==> src/rtl/div_pkg.sv <==
// Shared types and constants for the non-restoring 32/16 divider.
package div_pkg;

  // Divider sequencing: accept, iterate, correct remainder, present result.
  typedef enum logic [1:0] {
    StIdle,
    StCalc,
    StFix,
    StDone
  } div_state_e;

  localparam int unsigned DefDw = 32;
  localparam int unsigned DefVw = 16;

  // Iteration counter covers 0 .. DW-1.
  localparam int unsigned CntW = $clog2(DefDw);

  // Result reported when the divisor is zero.
  localparam logic [DefDw-1:0] DbzQuotient  = {DefDw{1'b1}};
  localparam logic [DefVw-1:0] DbzRemainder = '0;

endpackage

==> src/rtl/div_if.sv <==
// Operand / result handshake bundle for the divider.
interface div_if
  import div_pkg::*;
#(
  parameter int unsigned DW = DefDw,
  parameter int unsigned VW = DefVw
) ();

  logic          in_valid;
  logic          in_ready;
  logic [DW-1:0] dividend;
  logic [VW-1:0] divisor;
  logic          out_valid;
  logic          out_ready;
  logic [DW-1:0] quotient;
  logic [VW-1:0] remainder;
  logic          div_by_zero;

  // Requester side: supplies operands, consumes results.
  modport master (
    output in_valid, dividend, divisor, out_ready,
    input  in_ready, out_valid, quotient, remainder, div_by_zero
  );

  // Divider side.
  modport slave (
    input  in_valid, dividend, divisor, out_ready,
    output in_ready, out_valid, quotient, remainder, div_by_zero
  );

endinterface

==> src/rtl/addsub17.sv <==
// 17-bit Kogge-Stone prefix adder/subtractor: sum = a + b (sub=0) or a - b (sub=1).
module addsub17 (
  input  logic [16:0] a_i,
  input  logic [16:0] b_i,
  input  logic        sub_i,
  output logic [16:0] sum_o
);

  localparam int unsigned Width  = 17;
  localparam int unsigned Levels = 5;  // spans 1,2,4,8,16 cover 17 bits

  logic [Width-1:0] b_x;
  logic [Width-1:0] p0;
  logic [Width-1:0] gg [Levels+1];
  logic [Width-1:0] pp [Levels+1];

  // Prefix tree; carry-in folded into bit 0 generate so subtract is a + ~b + 1.
  always_comb begin
    b_x = b_i ^ {Width{sub_i}};
    p0  = a_i ^ b_x;
    for (int l = 0; l <= int'(Levels); l++) begin
      gg[l] = '0;
      pp[l] = '0;
    end
    gg[0]    = a_i & b_x;
    gg[0][0] = (a_i[0] & b_x[0]) | (p0[0] & sub_i);
    pp[0]    = p0;
    for (int l = 1; l <= int'(Levels); l++) begin
      for (int i = 0; i < int'(Width); i++) begin
        if (i >= (1 << (l - 1))) begin
          gg[l][i] = gg[l-1][i] | (pp[l-1][i] & gg[l-1][i - (1 << (l - 1))]);
          pp[l][i] = pp[l-1][i] & pp[l-1][i - (1 << (l - 1))];
        end else begin
          gg[l][i] = gg[l-1][i];
          pp[l][i] = pp[l-1][i];
        end
      end
    end
  end

  // Carry into bit i is the group generate of bits i-1..0 (plus carry-in).
  assign sum_o = p0 ^ {gg[Levels][Width-2:0], sub_i};

endmodule

==> src/rtl/nonrestoring_div32by16.sv <==
// Sequential unsigned 32/16 divider, non-restoring radix-2, one quotient bit per cycle.
module nonrestoring_div32by16
  import div_pkg::*;
#(
  parameter int unsigned DW = DefDw,
  parameter int unsigned VW = DefVw  // shared adder is fixed at VW+1 = 17 bits
) (
  input logic  clk,
  input logic  rst_n,
  div_if.slave bus
);

  div_state_e      state_q, state_d;
  logic [VW:0]     r_q, r_d;      // signed partial remainder
  logic [DW-1:0]   q_q, q_d;      // dividend shifting out, quotient shifting in
  logic [VW-1:0]   d_q, d_d;
  logic [CntW-1:0] cnt_q, cnt_d;
  logic [DW-1:0]   quo_q, quo_d;
  logic [VW-1:0]   rem_q, rem_d;
  logic            dbz_q, dbz_d;

  logic [VW:0]     as_a, as_b, as_sum;
  logic            as_sub;

  // Shared adder operands: shifted remainder +/- D in CALC, R + D in FIX.
  always_comb begin
    as_b   = {1'b0, d_q};
    as_a   = r_q;
    as_sub = 1'b0;
    if (state_q == StCalc) begin
      as_a   = {r_q[VW-1:0], q_q[DW-1]};
      as_sub = ~r_q[VW];
    end
  end

  addsub17 u_addsub (
    .a_i   (as_a),
    .b_i   (as_b),
    .sub_i (as_sub),
    .sum_o (as_sum)
  );

  // Next-state and datapath update.
  always_comb begin
    state_d = state_q;
    r_d     = r_q;
    q_d     = q_q;
    d_d     = d_q;
    cnt_d   = cnt_q;
    quo_d   = quo_q;
    rem_d   = rem_q;
    dbz_d   = dbz_q;
    unique case (state_q)
      StIdle: begin
        if (bus.in_valid) begin
          q_d   = bus.dividend;
          d_d   = bus.divisor;
          r_d   = '0;
          cnt_d = '0;
          if (bus.divisor == '0) begin
            quo_d   = DbzQuotient;
            rem_d   = DbzRemainder;
            dbz_d   = 1'b1;
            state_d = StDone;
          end else begin
            state_d = StCalc;
          end
        end
      end
      StCalc: begin
        // Truncating the shift is safe: the true post-add remainder lies in [-D, D).
        r_d   = as_sum;
        q_d   = {q_q[DW-2:0], ~as_sum[VW]};
        cnt_d = cnt_q + 1'b1;
        if (cnt_q == CntW'(DW - 1)) begin
          state_d = StFix;
        end
      end
      StFix: begin
        // Negative final remainder gets one restoring add of D.
        r_d     = r_q[VW] ? as_sum : r_q;
        rem_d   = r_q[VW] ? as_sum[VW-1:0] : r_q[VW-1:0];
        quo_d   = q_q;
        dbz_d   = 1'b0;
        state_d = StDone;
      end
      StDone: begin
        if (bus.out_ready) begin
          state_d = StIdle;
        end
      end
      default: state_d = StIdle;
    endcase
  end

  // State and datapath registers; reset discards any in-flight division.
  always_ff @(posedge clk or negedge rst_n) begin
    if (!rst_n) begin
      state_q <= StIdle;
      r_q     <= '0;
      q_q     <= '0;
      d_q     <= '0;
      cnt_q   <= '0;
      quo_q   <= '0;
      rem_q   <= '0;
      dbz_q   <= 1'b0;
    end else begin
      state_q <= state_d;
      r_q     <= r_d;
      q_q     <= q_d;
      d_q     <= d_d;
      cnt_q   <= cnt_d;
      quo_q   <= quo_d;
      rem_q   <= rem_d;
      dbz_q   <= dbz_d;
    end
  end

  // in_ready is held low while reset is asserted.
  assign bus.in_ready    = rst_n & (state_q == StIdle);
  assign bus.out_valid   = (state_q == StDone);
  assign bus.quotient    = quo_q;
  assign bus.remainder   = rem_q;
  assign bus.div_by_zero = dbz_q;

endmodule

==> src/flat_wrapper.sv <==
// flat-port wrapper written by rule: the top's interface ports become plain ports
module nonrestoring_div32by16_flat import div_pkg::*;
#(
  parameter int unsigned DW = DefDw,
  parameter int unsigned VW = DefVw                                            
)
  (clk, rst_n, bus_in_valid, bus_dividend, bus_divisor, bus_out_ready, bus_in_ready, bus_out_valid, bus_quotient, bus_remainder, bus_div_by_zero);
  div_if #(.DW(DW), .VW(VW)) bus_i ();
  input logic clk;
  input logic rst_n;
  input wire logic [$bits(bus_i.in_valid)-1:0] bus_in_valid;
  input wire logic [$bits(bus_i.dividend)-1:0] bus_dividend;
  input wire logic [$bits(bus_i.divisor)-1:0] bus_divisor;
  input wire logic [$bits(bus_i.out_ready)-1:0] bus_out_ready;
  output wire logic [$bits(bus_i.in_ready)-1:0] bus_in_ready;
  output wire logic [$bits(bus_i.out_valid)-1:0] bus_out_valid;
  output wire logic [$bits(bus_i.quotient)-1:0] bus_quotient;
  output wire logic [$bits(bus_i.remainder)-1:0] bus_remainder;
  output wire logic [$bits(bus_i.div_by_zero)-1:0] bus_div_by_zero;
  assign bus_i.in_valid = bus_in_valid;
  assign bus_i.dividend = bus_dividend;
  assign bus_i.divisor = bus_divisor;
  assign bus_i.out_ready = bus_out_ready;
  assign bus_in_ready = bus_i.in_ready;
  assign bus_out_valid = bus_i.out_valid;
  assign bus_quotient = bus_i.quotient;
  assign bus_remainder = bus_i.remainder;
  assign bus_div_by_zero = bus_i.div_by_zero;
  nonrestoring_div32by16 #(.DW(DW), .VW(VW)) u_core (.clk(clk), .rst_n(rst_n), .bus(bus_i));
endmodule
==> config.mk <==
export PLATFORM = sky130hd
export DESIGN_NAME = nonrestoring_div32by16_flat
export DESIGN_NICKNAME = d
export VERILOG_FILES = /design/src/rtl/div_pkg.sv /design/src/rtl/div_if.sv /design/src/rtl/addsub17.sv /design/src/rtl/nonrestoring_div32by16.sv /design/src/flat_wrapper.sv
export SDC_FILE = /design/constraint.sdc
export NUM_CORES = 1
export LEC_CHECK = 0
export BUFFER_PORTS_ARGS = -buffer_cell sky130_fd_sc_hd__buf_4
export CORE_UTILIZATION = 30
export DETAILED_ROUTE_END_ITERATION = 16
export GPL_TIMING_DRIVEN = 0
export MAX_ROUTING_LAYER = met4
export SYNTH_ARGS = -nofsm -noshare
export SYNTH_HDL_FRONTEND = slang
export SYNTH_SLANG_ARGS = --single-unit
==> constraint.sdc <==
create_clock -name clk -period 6.35 [get_ports clk]
set_clock_uncertainty 0.15 [all_clocks]
set_input_delay 0.9525 -clock clk [delete_from_list [all_inputs] [get_ports clk]]
set_output_delay 0.9525 -clock clk [all_outputs]
set_load 0.02 [all_outputs]
# Yosys cells after proc, flatten, opt, wreduce, memory -nomap -nowiden
# Cells that the tools add are included.
# op_classes
n_bitwise,142
n_mux,24
n_eq_ne,9
reduce_logical,11
addsub,1
# op_table
cell,count
$pmux 32 s2,2
$mux 32,3
$and 1x1->1,86
$mux 17,3
$pmux 17 s3,1
$or 1x1->1,50
$mux 16,3
$xor 17x17->17,2
$pmux 16 s2,1
$xor 16x17->17,1
$and 16x16->16,1
$logic_not 16->1,1
$pmux 5 s2,1
$reduce_and 3->1,3
$mux 2,4
$pmux 2 s4,1
$ne 2x2->1 const B,3
$reduce_and 2->1,3
$add 5x1->5 const B,1
$eq 5x5->1 const B,1
$mux 5,1
$eq 2x2->1 const B,2
$ne 2x1->1 const B,2
$reduce_bool 2->1,2
other kinds (6),9
# word_totals
ff_bits,121
inputBits,52

# Depth between registers and ports, before layout
# Gate-level depths: netlist of run 1.
# depth
ltp_word,17
depth_mapped,16
depth_no_buf,12

# Modules after synthesis
# From an unflattened synthesis of run 1, not the netlist that was laid out.
# hier_totals
hier_cells,542
area_unflattened_um2,6307.3
# by_module_without_submodules
mod,n_inst,area_each_um2,cells_each
nonrestoring_div32by16,1,5375.2,425
addsub17,1,932.1,117

# Worst setup path before layout of run 1
# OpenSTA, ideal clock, no wires.
# synth_timing
path_type,flip-flop to flip-flop
startpoint,register u_core.state_q[1]
endpoint,register u_core.r_q[16]
setup_time_ps,121
n_path_buf,3
stages_incl_launch_ff,15
period_less_slack_ps,3666
t_arrival_ps,3395
slack_ps,2684
cell_sequence,dfrtp_1 inv_1 ha_1 clkbuf_1 buf_1 mux2_2 ha_1 clkbuf_1 a21oi_1 o22ai_1 a2111oi_0 a22oi_1 xnor2_1 o21ai_1 a22o_1
# synth_via
elab_chain_cells,17
elab_cells_between_ends,58
classes_between,eq/ne (3); mux (4); bitwise (48); reduce/logical (3)
# synth_lines
element,line,rtl
start: declaration,nonrestoring_div32by16.sv:13,"div_state_e state_q, state_d;"
start signal: assignment,nonrestoring_div32by16.sv:99,state_q <= StIdle;
start signal: assignment,nonrestoring_div32by16.sv:108,state_q <= state_d;
$eq 2x1->1,"nonrestoring_div32by16.sv:30, nonrestoring_div32by16.sv:53",
$mux 1,nonrestoring_div32by16.sv:30,if (state_q == StCalc) begin
$xor 16x17->17,addsub17.sv:19,b_x = b_i ^ {Width{sub_i}};
$xor 17x17->17,addsub17.sv:20,p0 = a_i ^ b_x;
$and 1x1->1,addsub17.sv:26,gg[0][0] = (a_i[0] & b_x[0]) | (p0[0] & sub_i);
$or 1x1->1,addsub17.sv:26,
$and 1x1->1,addsub17.sv:31,gg[l][i] = gg[l-1][i] | (pp[l-1][i] & gg[l-1][i - (1 << (l - 1))]);
$or 1x1->1,addsub17.sv:31,
$and 1x1->1,addsub17.sv:31,
$or 1x1->1,addsub17.sv:31,
$and 1x1->1,addsub17.sv:31,
$or 1x1->1,addsub17.sv:31,
$and 1x1->1,addsub17.sv:31,
$or 1x1->1,addsub17.sv:31,
$xor 17x17->17,addsub17.sv:42,"assign sum_o = p0 ^ {gg[Levels][Width-2:0], sub_i};"
$mux 17,nonrestoring_div32by16.sv:81,r_d = r_q[VW] ? as_sum : r_q;
$pmux 17 s3,nonrestoring_div32by16.sv:53,unique case (state_q)
end signal: assignment,nonrestoring_div32by16.sv:109,r_q <= r_d;
end: declaration,nonrestoring_div32by16.sv:14,"logic [VW:0] r_q, r_d;"
# Parallel ways exist; a longest one is shown, timed or not. The select of a mux whose other input is x is not followed.
# A chain may end at the register's enable or synchronous reset.

# Final worst setup path of run 1
# Same ends and word-level chain as after synthesis.

==> tab_implementation.tex, run 1 <==
\begin{tabular}{lr}
\hline
Metric & Value \\
\hline
\multicolumn{2}{l}{\textbf{CTS}} \\
TritonCTS clock tree & done \\
Post-CTS Repair Setup Buffers & 0 \\
Clk sinks & about 120 \\
Post-cts sizing count & 0 \\
Clock network latency to the later pin of the worst-skew pair & $\sim$420 ps \\
CTS hold repair buffers & 0 \\
Post-CTS clock slew at the launch and capture registers of the worst setup and hold paths & $\sim$50 ps \\
Cts bufs inserted & 17 \\
Buffer depth of the longest clock path & 2 \\
Buffer cell driving the clock tree root & sky130\_fd\_sc\_hd\_\_clkbuf\_16 \\
Depth of the CTS H-tree & 4 \\
\multicolumn{2}{l}{\textbf{Status}} \\
Result of the run & finished, final reports clean \\
\multicolumn{2}{l}{\textbf{Final layout}} \\
Leading cell types in the layout, fill and taps excluded & 121 x sky130\_fd\_sc\_hd\_\_dfrtp\_1, 100 x sky130\_fd\_sc\_hd\_\_buf\_4, 63 x sky130\_fd\_sc\_hd\_\_nand2\_1 \\
Most common library cell in the layout ignoring fill and taps & sky130\_fd\_sc\_hd\_\_dfrtp\_1 \\
Area grow syn2layout & 27.2\% \\
Net count, final & around 830 \\
Antenna cells & 0 \\
Fraction of layout cells with a size suffix above 1 & a little under a quarter \\
\multicolumn{2}{l}{\textbf{Pwr}} \\
VDD IR-drop max & 0.254 mV \\
Switching fraction of total power & a little over two fifths \\
Sequential cell fraction of total power & 27.5\% \\
Internal power summed over all cells & around 2.7 mW \\
Total leakage power & roughly 3.7 nW \\
Psw & between 2 and 2.5 mW \\
Comb power frac & between 50\% and 60\% \\
Pwr per Cell Area & between 500 and 600 mW/mm\^{}2 \\
Part of the power in the clock network & 21.1\% \\
\multicolumn{2}{l}{\textbf{Routing}} \\
DRC Markers & 0 \\
Detailed router's first-iteration violation count & about 240 \\
Number of optimization iterations in the first detailed-route pass & 4 \\
Post-route ant nets & 0 \\
Average via count per standard cell & 4.81 \\
Post-detailed-routing wire length & between 15000 and 20000 um \\
Via count & 5036 \\
Routed len/inst & 15.7 um \\
\multicolumn{2}{l}{\textbf{Worst setup path}} \\
Path depth of the worst reg2reg path & 14 \\
Critical Path Source & u\_core.state\_q[1] \\
Class of the most critical setup path & reg2reg \\
Type of destination of the critical path & register \\
Crit path required time & around 6500 ps \\
Worst setup endpoint & u\_core.r\_q[16] \\
Reg-to-Reg Start & u\_core.state\_q[1] \\
Reg-to-reg endpoint & u\_core.r\_q[16] \\
Worst endpoint data arrival time & 4580 ps \\
Worst-path maximum fanout & 10 \\
R2R setup slack & 1920 ps \\
Startpoint type of the worst setup path & register \\
\multicolumn{2}{l}{\textbf{Die}} \\
Core outline area & 0.0210 sq mm \\
Horiz. Die Dim & 148 um \\
IO Count & just over 100 \\
Die footprint & approximately 0.022 sq mm \\
Starting density of the core & between 30 and 40\% \\
Vert. Die Dim & $\sim$150 um \\
Count of standard-cell rows & between 50 and 60 \\
\multicolumn{2}{l}{\textbf{Global routing}} \\
Number of global-route vias before repair & around 5000 \\
Global-route wire length before repair & approximately 27000 um \\
Global-route total usage across every layer & 16.3\% \\
Pin count of the biggest net entering global routing & 66 \\
Residual overflow from global routing & 0 \\
Initial antenna violation count & 0 \\
\multicolumn{2}{l}{\textbf{Timing}} \\
Number of pins exceeding their max-slew limit in the final report & 0 \\
Unrepaired setup endpoints after global routing & false \\
Remaining max-slew budget at the tightest pin & 46.0\% \\
Final-report hold violation count & 0 \\
Post-Route Setup TNS & 0 ps \\
Count of endpoints failing setup in the final report & 0 \\
Post-layout worst setup margin & $\sim$1900 ps \\
Final period demand of the worst path & roughly 4400 ps \\
Max Freq & 226 MHz \\
Crit share post-route & a little over two thirds \\
Slew of the pin with the lowest slew margin & 809 ps \\
\multicolumn{2}{l}{\textbf{Synth}} \\
Sequential fraction of the synthesis area & a little under half \\
EDFF count, synth & 0 \\
Average footprint of a synthesized cell & between 10 and 15 sq um \\
Count of mapped cells out of synthesis & $\sim$640 \\
Net count of the mapped netlist & roughly 700 \\
Number of warnings issued by yosys & 0 \\
Synth unique cells & 50 \\
Dominant register cell in the synthesized netlist & sky130\_fd\_sc\_hd\_\_dfrtp\_1 \\
Number of flip-flops and latches in the synthesized netlist & between 100 and 150 \\
Post-synth ARST share & 100\% \\
Area of the mapped netlist & 0.00640 sq mm \\
\multicolumn{2}{l}{\textbf{Place}} \\
RePlAce Congestion & 0.885 \\
Hpwl dp & $\sim$12000 um \\
Number of port buffers & approximately 100 \\
Setup Slack @ Placement & between 1500 and 2000 ps \\
\multicolumn{2}{l}{\textbf{Worst hold path}} \\
Class of the most critical hold timing path & reg2reg \\
\multicolumn{2}{l}{\textbf{Run}} \\
Max-cap violations & 0 \\
\hline
\end{tabular}
[critical path, stage by stage, from the launching register on]
cell and delay [ps]:
sky130_fd_sc_hd__dfrtp_1 400, sky130_fd_sc_hd__inv_1 90, sky130_fd_sc_hd__ha_1 230, sky130_fd_sc_hd__clkbuf_1 440, sky130_fd_sc_hd__buf_1 630, sky130_fd_sc_hd__mux2_2 420
sky130_fd_sc_hd__ha_1 260, sky130_fd_sc_hd__clkbuf_1 180, sky130_fd_sc_hd__a21oi_1 230, sky130_fd_sc_hd__o22ai_1 130, sky130_fd_sc_hd__a2111oi_0 430, sky130_fd_sc_hd__a22oi_1 200
sky130_fd_sc_hd__xnor2_1 230, sky130_fd_sc_hd__o21ai_1 100, sky130_fd_sc_hd__a22o_1 190
[cell usage after synthesis, drive strengths merged, types with 2 or more instances]
cell,count,area (sq um)
o22ai,3,18.8
dfrtp,121,3030
ha,21,263
nand3,8,40.0
a21oi,17,92.6
inv,41,154
o21bai,3,22.5
o21a,4,30.0
o31ai,6,58.8
a21boi,2,15.0
xnor2,24,210
xor2,9,78.8
o21ai,52,260
clkbuf,28,105
nand2,63,236
a21o,10,75.1
a31oi,34,213
buf,14,65.1
nor3,2,10.0
nor3b,3,22.5
nor4,4,25.0
nor2,42,158
and2,2,12.5
nand4,4,25.0
or3,2,12.5
mux2i,39,390
a22o,25,219
nand2b,7,43.8
and3,3,18.8
a32o,2,21.3
mux2,31,349
a2111oi,2,17.5
[through the flow]
stage               instance area [sq um]  total power [mW]  hold slack (ps)  instances  utilization [%]
floorplan                            6400              3.05              321        639                -
detailed placement                   7540              3.77              309       1016             36.0
global placement                     7500              3.72              305       1015             35.8
finish                               8140              4.74              313       1046             38.9
global route                         8140              5.13              358       1046             38.9
CTS                                  8140              4.78              320       1046             38.9
[flip-flops by register name, summed over array words and instances (netlist names)]
signal / count
u_core.bus.div_by_zero: 1
u_core.r_q: 17
u_core.d_q: 16
u_core.state_q: 2
u_core.cnt_q: 5
u_core.q_q: 32
u_core.bus.remainder: 16
u_core.bus.quotient: 32
[worst min-delay path by stage]
stage / startpoint / end / slack, ps / depth (start not counted)
3_3_place_gp: u_core.bus.remainder[0] / u_core.bus.remainder[0] / 300 / 2
4_1_cts: u_core.bus.remainder[0] / u_core.bus.remainder[0] / 320 / 2
2_1_floorplan: u_core.q_q[10] / u_core.q_q[10] / 320 / 2
3_5_place_dp: u_core.bus.remainder[0] / u_core.bus.remainder[0] / 310 / 2
5_1_grt: u_core.bus.remainder[1] / u_core.bus.remainder[1] / 360 / 2
6_report: u_core.bus.remainder[0] / u_core.bus.remainder[0] / 310 / 2
[power by group through the flow]
stage               logic, mW  clock network, mW  registers [mW]
global placement         2.41                  0            1.31
detailed placement       2.45                  0            1.32
finish                   2.44              0.998            1.30
floorplan                1.68                  0            1.36
CTS                      2.46               1.02            1.30
global route             2.72               1.07            1.34
[layer usage]
metal	part of all wire, %	vias up	GRT usage (%)
li1	-	2499	-
met3	3.7	11	3.96
met1	46	2424	20.8
met4	1.0	0	4.02
met2	49	102	26.0
met5	0	-	-
[kinds of logic (layout without fill, tap and decap cells)]
| group | Yosys count | in the layout | share of synthesized area (%) |
|---|---|---|---|
| AOI/OAI and AO/OA | 168 | 168 | 17.5 |
| xor gates and xnor gates | 33 | 33 | 4.51 |
| buffers and inverters | 83 | 215 | 5.06 |
| adders and majority gates | 22 | 22 | 4.42 |
| DFF | 121 | 121 | 47.3 |
| muxes | 70 | 70 | 11.5 |
| and+or+nand+nor | 142 | 142 | 9.67 |
[cell type report]
cell class	instances	area [sq um]
plain buffers	42	170
clock buffers	18	429
clock inverters	12	176
fillers	2148	12800
inverters	41	154
multi-input cells	435	3050
flip-flops and latches	121	3030
well taps	275	344
repair buffers	102	790
No activity file was read; power rests on OpenSTA's default activity.
==> inputs of run 2 (changes only) <==
Clock period 6.35 ns to 4.3 ns, I/O delays scaled along.
==> run 2 against run 1 <==
First-iteration DRC count decreased by 9.9%. Design area barely moved. Wire length about the same. Worst setup slack lost 1600 ps. Largest cell class unchanged. Utilization barely moved.
==> tab_implementation.tex, run 2 (same netlist as run 1, synthesis figures left out) <==
\begin{tabular}{lr}
\hline
Metric & Value \\
\hline
\multicolumn{2}{l}{\textbf{CTS}} \\
Clk sinks & between 100 and 150 \\
TritonCTS clock tree & done \\
Clock network latency to the later pin of the worst-skew pair & between 400 and 500 ps \\
Post-CTS clock slew at the launch and capture registers of the worst setup and hold paths & 60 ps \\
Buffer cell driving the clock tree root & sky130\_fd\_sc\_hd\_\_clkbuf\_16 \\
Depth of the CTS H-tree & 4 \\
Cts bufs inserted & 17 \\
Post-CTS Repair Setup Buffers & 0 \\
CTS hold repair buffers & 0 \\
Buffer depth of the longest clock path & 2 \\
\multicolumn{2}{l}{\textbf{Timing}} \\
Post-Route Setup TNS & 0 ps \\
Count of endpoints failing setup in the final report & 0 \\
Remaining max-slew budget at the tightest pin & between 40\% and 50\% \\
Final period demand of the worst path & 4010 ps \\
Final-report hold violation count & 0 \\
Max Freq & approximately 250 MHz \\
Slew of the pin with the lowest slew margin & slightly below 800 ps \\
Unrepaired setup endpoints after global routing & false \\
Post-layout worst setup margin & 291 ps \\
Crit share post-route & 93.2\% \\
Number of pins exceeding their max-slew limit in the final report & 0 \\
\multicolumn{2}{l}{\textbf{Place}} \\
Post-placement cell area & between 0.007 and 0.008 sq mm \\
Number of placed cells counting well taps & 1016 \\
RePlAce Congestion & $\sim$0.9 \\
Hpwl dp & 12000 um \\
Setup Slack @ Placement & -88.9 ps \\
Number of port buffers & 101 \\
\multicolumn{2}{l}{\textbf{Worst setup path}} \\
Worst-path maximum fanout & 10 \\
Startpoint type of the worst setup path & register \\
Worst endpoint data arrival time & approximately 4200 ps \\
Class of the most critical setup path & reg2reg \\
Type of destination of the critical path & register \\
Crit path required time & around 4500 ps \\
\multicolumn{2}{l}{\textbf{Status}} \\
Result of the run & finished, final reports clean \\
\multicolumn{2}{l}{\textbf{Routing}} \\
Detailed router's first-iteration violation count & around 220 \\
DRC Markers & 0 \\
Post-detailed-routing wire length & roughly 16000 um \\
Number of optimization iterations in the first detailed-route pass & 5 \\
Routed len/inst & $\sim$16 um \\
Post-route ant nets & 0 \\
Via count & 5057 \\
Average via count per standard cell & 4.84 \\
\multicolumn{2}{l}{\textbf{Final layout}} \\
Filler cell count & 2144 \\
Leading cell types in the layout, fill and taps excluded & 121 x sky130\_fd\_sc\_hd\_\_dfrtp\_1, 100 x sky130\_fd\_sc\_hd\_\_buf\_4, 63 x sky130\_fd\_sc\_hd\_\_nand2\_1 \\
Area grow syn2layout & 27.2\% \\
Count of placed standard cells in the final layout, fillers left out & roughly 1000 \\
Antenna cells & 0 \\
Most common library cell in the layout ignoring fill and taps & sky130\_fd\_sc\_hd\_\_dfrtp\_1 \\
Net count, final & approximately 830 \\
Final core utilization & between 30\% and 40\% \\
Post-route cell area & $\sim$0.0081 sq mm \\
Fraction of layout cells with a size suffix above 1 & 23.5\% \\
\multicolumn{2}{l}{\textbf{Global routing}} \\
Initial antenna violation count & 0 \\
Global-route wire length before repair & $\sim$27000 um \\
Number of global-route vias before repair & $\sim$5000 \\
Pin count of the biggest net entering global routing & 66 \\
Global-route total usage across every layer & roughly 16\% \\
Residual overflow from global routing & 0 \\
\multicolumn{2}{l}{\textbf{Die}} \\
IO Count & between 100 and 150 \\
Vert. Die Dim & between 100 and 150 um \\
Core outline area & between 0.02 and 0.025 sq mm \\
Starting density of the core & between 30\% and 40\% \\
Die footprint & around 0.022 sq mm \\
Count of standard-cell rows & 53 \\
Horiz. Die Dim & about 150 um \\
\multicolumn{2}{l}{\textbf{Worst hold path}} \\
Class of the most critical hold timing path & in2async \\
\multicolumn{2}{l}{\textbf{Pwr}} \\
Pwr per Cell Area & 860 mW/mm\^{}2 \\
Switching fraction of total power & between 40\% and 50\% \\
Psw & 3.01 mW \\
Internal power summed over all cells & between 3 and 4 mW \\
VDD IR-drop max & 0.375 mV \\
Comb power frac & between 50\% and 60\% \\
Part of the power in the clock network & a little over a fifth \\
Total leakage power & between 3 and 4 nW \\
Sequential cell fraction of total power & $\sim$28\% \\
\multicolumn{2}{l}{\textbf{Run}} \\
Max-cap violations & 0 \\
\hline
\end{tabular}
==> run 2: changes by cell type in the layout (fill, tap and decap cells not counted) <==
| cell | delta |
|---|---|
| sky130_fd_sc_hd__clkbuf_1 | -3 |
| sky130_fd_sc_hd__clkbuf_2 | +2 |
| sky130_fd_sc_hd__buf_1 | -1 |
| sky130_fd_sc_hd__clkbuf_4 | +1 |
==> run 2: final timing paths <==
| path | from | endpoint | slack [ps] | cells past startpoint |
|---|---|---|---|---|
| max | u_core.state_q[1] | u_core.r_q[16] | 290 | 15 |
| min | rst_n | u_core.bus.quotient[30] | 50 | 1 |
| max reg2reg | u_core.state_q[1] | u_core.r_q[16] | 290 | 15 |
| min reg2reg | u_core.bus.remainder[0] | u_core.bus.remainder[0] | 310 | 2 |
| max in group asynchronous | rst_n | u_core.r_q[12] | 3240 | 2 |
| min in group clk | u_core.bus.remainder[0] | u_core.bus.remainder[0] | 310 | 2 |
==> run 2: cell type report <==
cell class / instances / area [sq um] / share of cell area, %
tap: 275 / 344 / 4.22
multi-input combinational: 435 / 3050 / 37.5
buffer: 41 / 173 / 2.12
timing repair buffer: 102 / 790 / 9.69
clock inverter: 12 / 176 / 2.17
sequential: 121 / 3030 / 37.2
inverter: 41 / 154 / 1.89
clock buffer: 18 / 429 / 5.27
==> run 2: per-stage QoR <==
step                      total power [mW]  hold slack (ps)
after floorplan                       4.50              199
after global placement                5.49              305
after detailed placement              5.56              309
after CTS                             7.07             66.8
after global routing                  7.58             77.1
final                                 7.00             45.7
==> run 2: power groups by stage <==
stage / logic [mW] / registers, mW / clock network [mW]
after global routing: 4.02 / 1.99 / 1.57
after floorplan: 2.48 / 2.02 / 0
after global placement: 3.56 / 1.93 / 0
after CTS: 3.63 / 1.93 / 1.51
after detailed placement: 3.62 / 1.94 / 0
final: 3.60 / 1.92 / 1.48
==> run 2: critical path, stage by stage, from the launching register on <==
cell                        delay (ps)
sky130_fd_sc_hd__dfrtp_1           400
sky130_fd_sc_hd__inv_1              90
sky130_fd_sc_hd__ha_1              240
sky130_fd_sc_hd__clkbuf_2          280
sky130_fd_sc_hd__nand2b_1          290
sky130_fd_sc_hd__clkbuf_4          310
sky130_fd_sc_hd__xnor2_1           160
sky130_fd_sc_hd__ha_1              290
sky130_fd_sc_hd__clkbuf_1          200
sky130_fd_sc_hd__a21oi_2           220
sky130_fd_sc_hd__o22ai_1           120
sky130_fd_sc_hd__a2111oi_0         430
sky130_fd_sc_hd__a22oi_1           190
sky130_fd_sc_hd__xnor2_1           230
sky130_fd_sc_hd__o21ai_1           100
sky130_fd_sc_hd__a22o_1            190
==> run 2: per-layer routing <==
metal  track usage, %  wire, um  part of all wire, %
met3             3.96       707                  4.3
met4             4.02       149                 0.91
met1             20.8      7500                   46
met5                -         0                    0
met2             26.1      8050                   49
==> run 2: what timing repair did <==
item / in CTS / in global routing
cloned: 0 / 0
endpoints found under the setup margin: 2 / 11
gates resized for setup: 2 / 3
==> inputs of run 3 (changes only) <==
Settings changed: ABC_AREA set to 1, PLACE_DENSITY set to 0.54.
==> run 3 against run 2 <==
The run now ends with hold timing left. Clock power fell by 7%. Critical path depth did not move. Maximum frequency grew 11%. Count of clock-buffer cells in the layout unchanged. Flip-flop and latch count is the same. Global-route usage grew 1.3 points. Utilization shrank 0.075 points. First-iteration DRC count grew 51%. Largest cell class is now registers.
==> tab_implementation.tex, run 3 <==
\begin{tabular}{lr}
\hline
Metric & Value \\
\hline
\multicolumn{2}{l}{\textbf{Worst setup path}} \\
Worst-path maximum fanout & 10 \\
Crit path required time & 4490 ps \\
Crit path top cell by count & sky130\_fd\_sc\_hd\_\_nand2\_1 \\
Path depth of the worst reg2reg path & 15 \\
Class of the most critical setup path & reg2reg \\
Worst path slowest cell & sky130\_fd\_sc\_hd\_\_clkbuf\_1 \\
Type of destination of the critical path & register \\
List of cells traversed by the critical path & inv\_1 > ha\_1 > clkbuf\_1 > clkbuf\_1 > o21ai\_0 > ha\_1 > nand2\_1 > inv\_1 > a21oi\_1 > nor2\_1 > nor2\_1 > nand2\_1 > nand2\_1 > nand3\_1 > a21oi\_1 \\
Slowest stage delay, CP & 460 ps \\
Worst endpoint data arrival time & around 3800 ps \\
Startpoint type of the worst setup path & register \\
\multicolumn{2}{l}{\textbf{Timing}} \\
Count of endpoints failing setup in the final report & 0 \\
Max Freq & $\sim$280 MHz \\
Remaining max-slew budget at the tightest pin & roughly 65\% \\
Slew of the pin with the lowest slew margin & 532 ps \\
Number of pins exceeding their max-slew limit in the final report & 0 \\
Post-Route Setup TNS & 0 ps \\
Final-report hold violation count & 2 \\
Unrepaired setup endpoints after global routing & false \\
Worst-case hold slack & -1.77 ps \\
Final period demand of the worst path & 3620 ps \\
Post-layout worst setup margin & just under 700 ps \\
Crit share post-route & between 80\% and 90\% \\
\multicolumn{2}{l}{\textbf{Pwr}} \\
Total leakage power & about 3.8 nW \\
VDD IR-drop max & between 0.2 and 0.25 mV \\
Pwr per Cell Area & $\sim$900 mW/mm\^{}2 \\
\multicolumn{2}{l}{\textbf{Die}} \\
Count of standard-cell rows & 53 \\
Horiz. Die Dim & $\sim$150 um \\
Starting density of the core & between 30\% and 40\% \\
Core outline area & roughly 0.021 sq mm \\
IO Count & approximately 100 \\
Die footprint & around 0.022 sq mm \\
Vert. Die Dim & approximately 150 um \\
\multicolumn{2}{l}{\textbf{Synth}} \\
Synth unique cells & 36 \\
Cell type with the highest aggregate area in the netlist & sky130\_fd\_sc\_hd\_\_dfrtp\_1 \\
Average footprint of a synthesized cell & 8.14 sq um \\
Count of mapped cells out of synthesis & approximately 790 \\
Post-synth ARST share & between 90\% and 100\% \\
Sequential fraction of the synthesis area & roughly 47\% \\
Leading post-synthesis cells by instance count & 176 x sky130\_fd\_sc\_hd\_\_nand2\_1, 121 x sky130\_fd\_sc\_hd\_\_dfrtp\_1, 87 x sky130\_fd\_sc\_hd\_\_inv\_1, 77 x sky130\_fd\_sc\_hd\_\_o21ai\_0, 71 x sky130\_fd\_sc\_hd\_\_nor2\_1 \\
Number of warnings issued by yosys & 0 \\
Cell types with the largest area share after synthesis & sky130\_fd\_sc\_hd\_\_dfrtp\_1 47\%, sky130\_fd\_sc\_hd\_\_nand2\_1 10\%, sky130\_fd\_sc\_hd\_\_o21ai\_0 6.0\%, sky130\_fd\_sc\_hd\_\_inv\_1 5.1\%, sky130\_fd\_sc\_hd\_\_nor2\_1 4.1\% \\
Net count of the mapped netlist & approximately 870 \\
EDFF count, synth & 0 \\
Dominant register cell in the synthesized netlist & sky130\_fd\_sc\_hd\_\_dfrtp\_1 \\
Top-area cell type share of the netlist area & between 40\% and 50\% \\
Cell with the most instances after synthesis & sky130\_fd\_sc\_hd\_\_nand2\_1 \\
Area of the mapped netlist & roughly 0.0064 sq mm \\
Number of flip-flops and latches in the synthesized netlist & between 100 and 150 \\
\multicolumn{2}{l}{\textbf{CTS}} \\
Depth of the CTS H-tree & 4 \\
CTS hold repair buffers & 0 \\
TritonCTS clock tree & done \\
Post-CTS clock slew at the launch and capture registers of the worst setup and hold paths & 60 ps \\
Buffer cell driving the clock tree root & sky130\_fd\_sc\_hd\_\_clkbuf\_16 \\
Post-cts sizing count & 0 \\
Clk sinks & between 100 and 150 \\
Clock network latency to the later pin of the worst-skew pair & 420 ps \\
Post-CTS Repair Setup Buffers & 0 \\
Cts bufs inserted & 17 \\
Buffer depth of the longest clock path & 2 \\
\multicolumn{2}{l}{\textbf{Final layout}} \\
Leading cell types in the layout, fill and taps excluded & 176 x sky130\_fd\_sc\_hd\_\_nand2\_1, 121 x sky130\_fd\_sc\_hd\_\_dfrtp\_1, 105 x sky130\_fd\_sc\_hd\_\_buf\_4 \\
Most common library cell in the layout ignoring fill and taps & sky130\_fd\_sc\_hd\_\_nand2\_1 \\
Final core utilization & about 39\% \\
Area grow syn2layout & 26.6\% \\
Post-route cell area & between 0.008 and 0.009 sq mm \\
Net count, final & 987 \\
Fraction of layout cells with a size suffix above 1 & a little under a fifth \\
Antenna cells & 0 \\
\multicolumn{2}{l}{\textbf{Status}} \\
Result of the run & finished with violations \\
Violations in the final reports & hold timing \\
\multicolumn{2}{l}{\textbf{Global routing}} \\
Met3 Use GR & about 2.7\% \\
Met1 usage & approximately 24\% \\
Most crowded layer after global routing & met2 \\
Residual overflow from global routing & 0 \\
Pin count of the biggest net entering global routing & roughly 80 \\
Number of global-route vias before repair & 5593 \\
Initial antenna violation count & 0 \\
Global-route total usage across every layer & around 18\% \\
Global-route wire length before repair & 29400 um \\
Met2 Track Usage GR & a little over a quarter \\
\multicolumn{2}{l}{\textbf{Place}} \\
Hpwl dp & roughly 14000 um \\
RePlAce Congestion & 0.847 \\
Post-placement cell area & roughly 0.0076 sq mm \\
Number of port buffers & approximately 100 \\
Setup Slack @ Placement & between 700 and 800 ps \\
\multicolumn{2}{l}{\textbf{Routing}} \\
Post-route ant nets & 0 \\
Number of optimization iterations in the first detailed-route pass & 5 \\
Average via count per standard cell & around 4.8 \\
Via count & $\sim$5700 \\
Detailed router's first-iteration violation count & between 300 and 400 \\
Post-detailed-routing wire length & roughly 18000 um \\
DRC Markers & 0 \\
Routed len/inst & about 15 um \\
\multicolumn{2}{l}{\textbf{Worst hold path}} \\
Class of the most critical hold timing path & in2async \\
\multicolumn{2}{l}{\textbf{Run}} \\
Max-cap violations & 0 \\
\hline
\end{tabular}
## run 3: critical path, delay by kind of cell (launching register included)
kind                     cells  cell delay [ps]
adder cells (fa/ha/maj)      2              690
AO/OA/AOI/OAI                3              660
buffers and inverters        4             1040
AND/OR/NAND/NOR              6              590
flip-flops                   1              400
## run 3: cell families after synthesis
family / share of synthesized area [%]
and+or+nand+nor: 18.9
AOI/OAI and AO/OA: 17.0
buffers and inverters: 8.47
DFF: 47.0
xor gates and xnor gates: 2.99
adders and majority gates: 4.39
muxes: 1.22
## run 3: per-layer routing
metal | vias up | routed length, um | share of wire [%]
li1 | 2871 | - | -
met1 | 2675 | 8700 | 49
met2 | 140 | 8050 | 45
met3 | 26 | 754 | 4.2
met4 | 0 | 316 | 1.8
met5 | - | 0 | 0
## run 3: path summary, 6_finish.rpt
| kind | start | endpoint | slack [ps] |
|---|---|---|---|
| hold / removal | rst_n | u_core.bus.quotient[19] | -2 |
| hold reg to reg | u_core.bus.quotient[7] | u_core.bus.quotient[7] | 320 |
| min in group clk | bus_dividend[20] | u_core.q_q[20] | 310 |
| setup / recovery | u_core.state_q[1] | u_core.bus.remainder[15] | 680 |
| setup reg to reg | u_core.state_q[1] | u_core.bus.remainder[15] | 680 |
| max in group asynchronous | rst_n | u_core.d_q[10] | 3250 |
## run 3: final cells by class
class,count,area [sq um]
clock inverter,14,135
tap,275,344
timing repair buffer,103,797
inverter,91,344
sequential,121,3030
multi-input combinational,541,2870
buffer,38,201
fill,2197,12900
clock buffer,18,439
## run 3: report_power, final
part	internal [mW]	switching [mW]	total, mW
Sequential	1.67	0.305	1.98
Clock	0.822	0.562	1.38
Combinational	1.42	2.52	3.94
Total	3.91	3.39	7.30
## run 3: metrics by stage
step / power (mW) / instances
after floorplan: 4.66 / 791
after global placement: 5.90 / 1168
after detailed placement: 5.96 / 1169
after CTS: 7.36 / 1201
after global routing: 7.94 / 1201
final: 7.30 / 1201
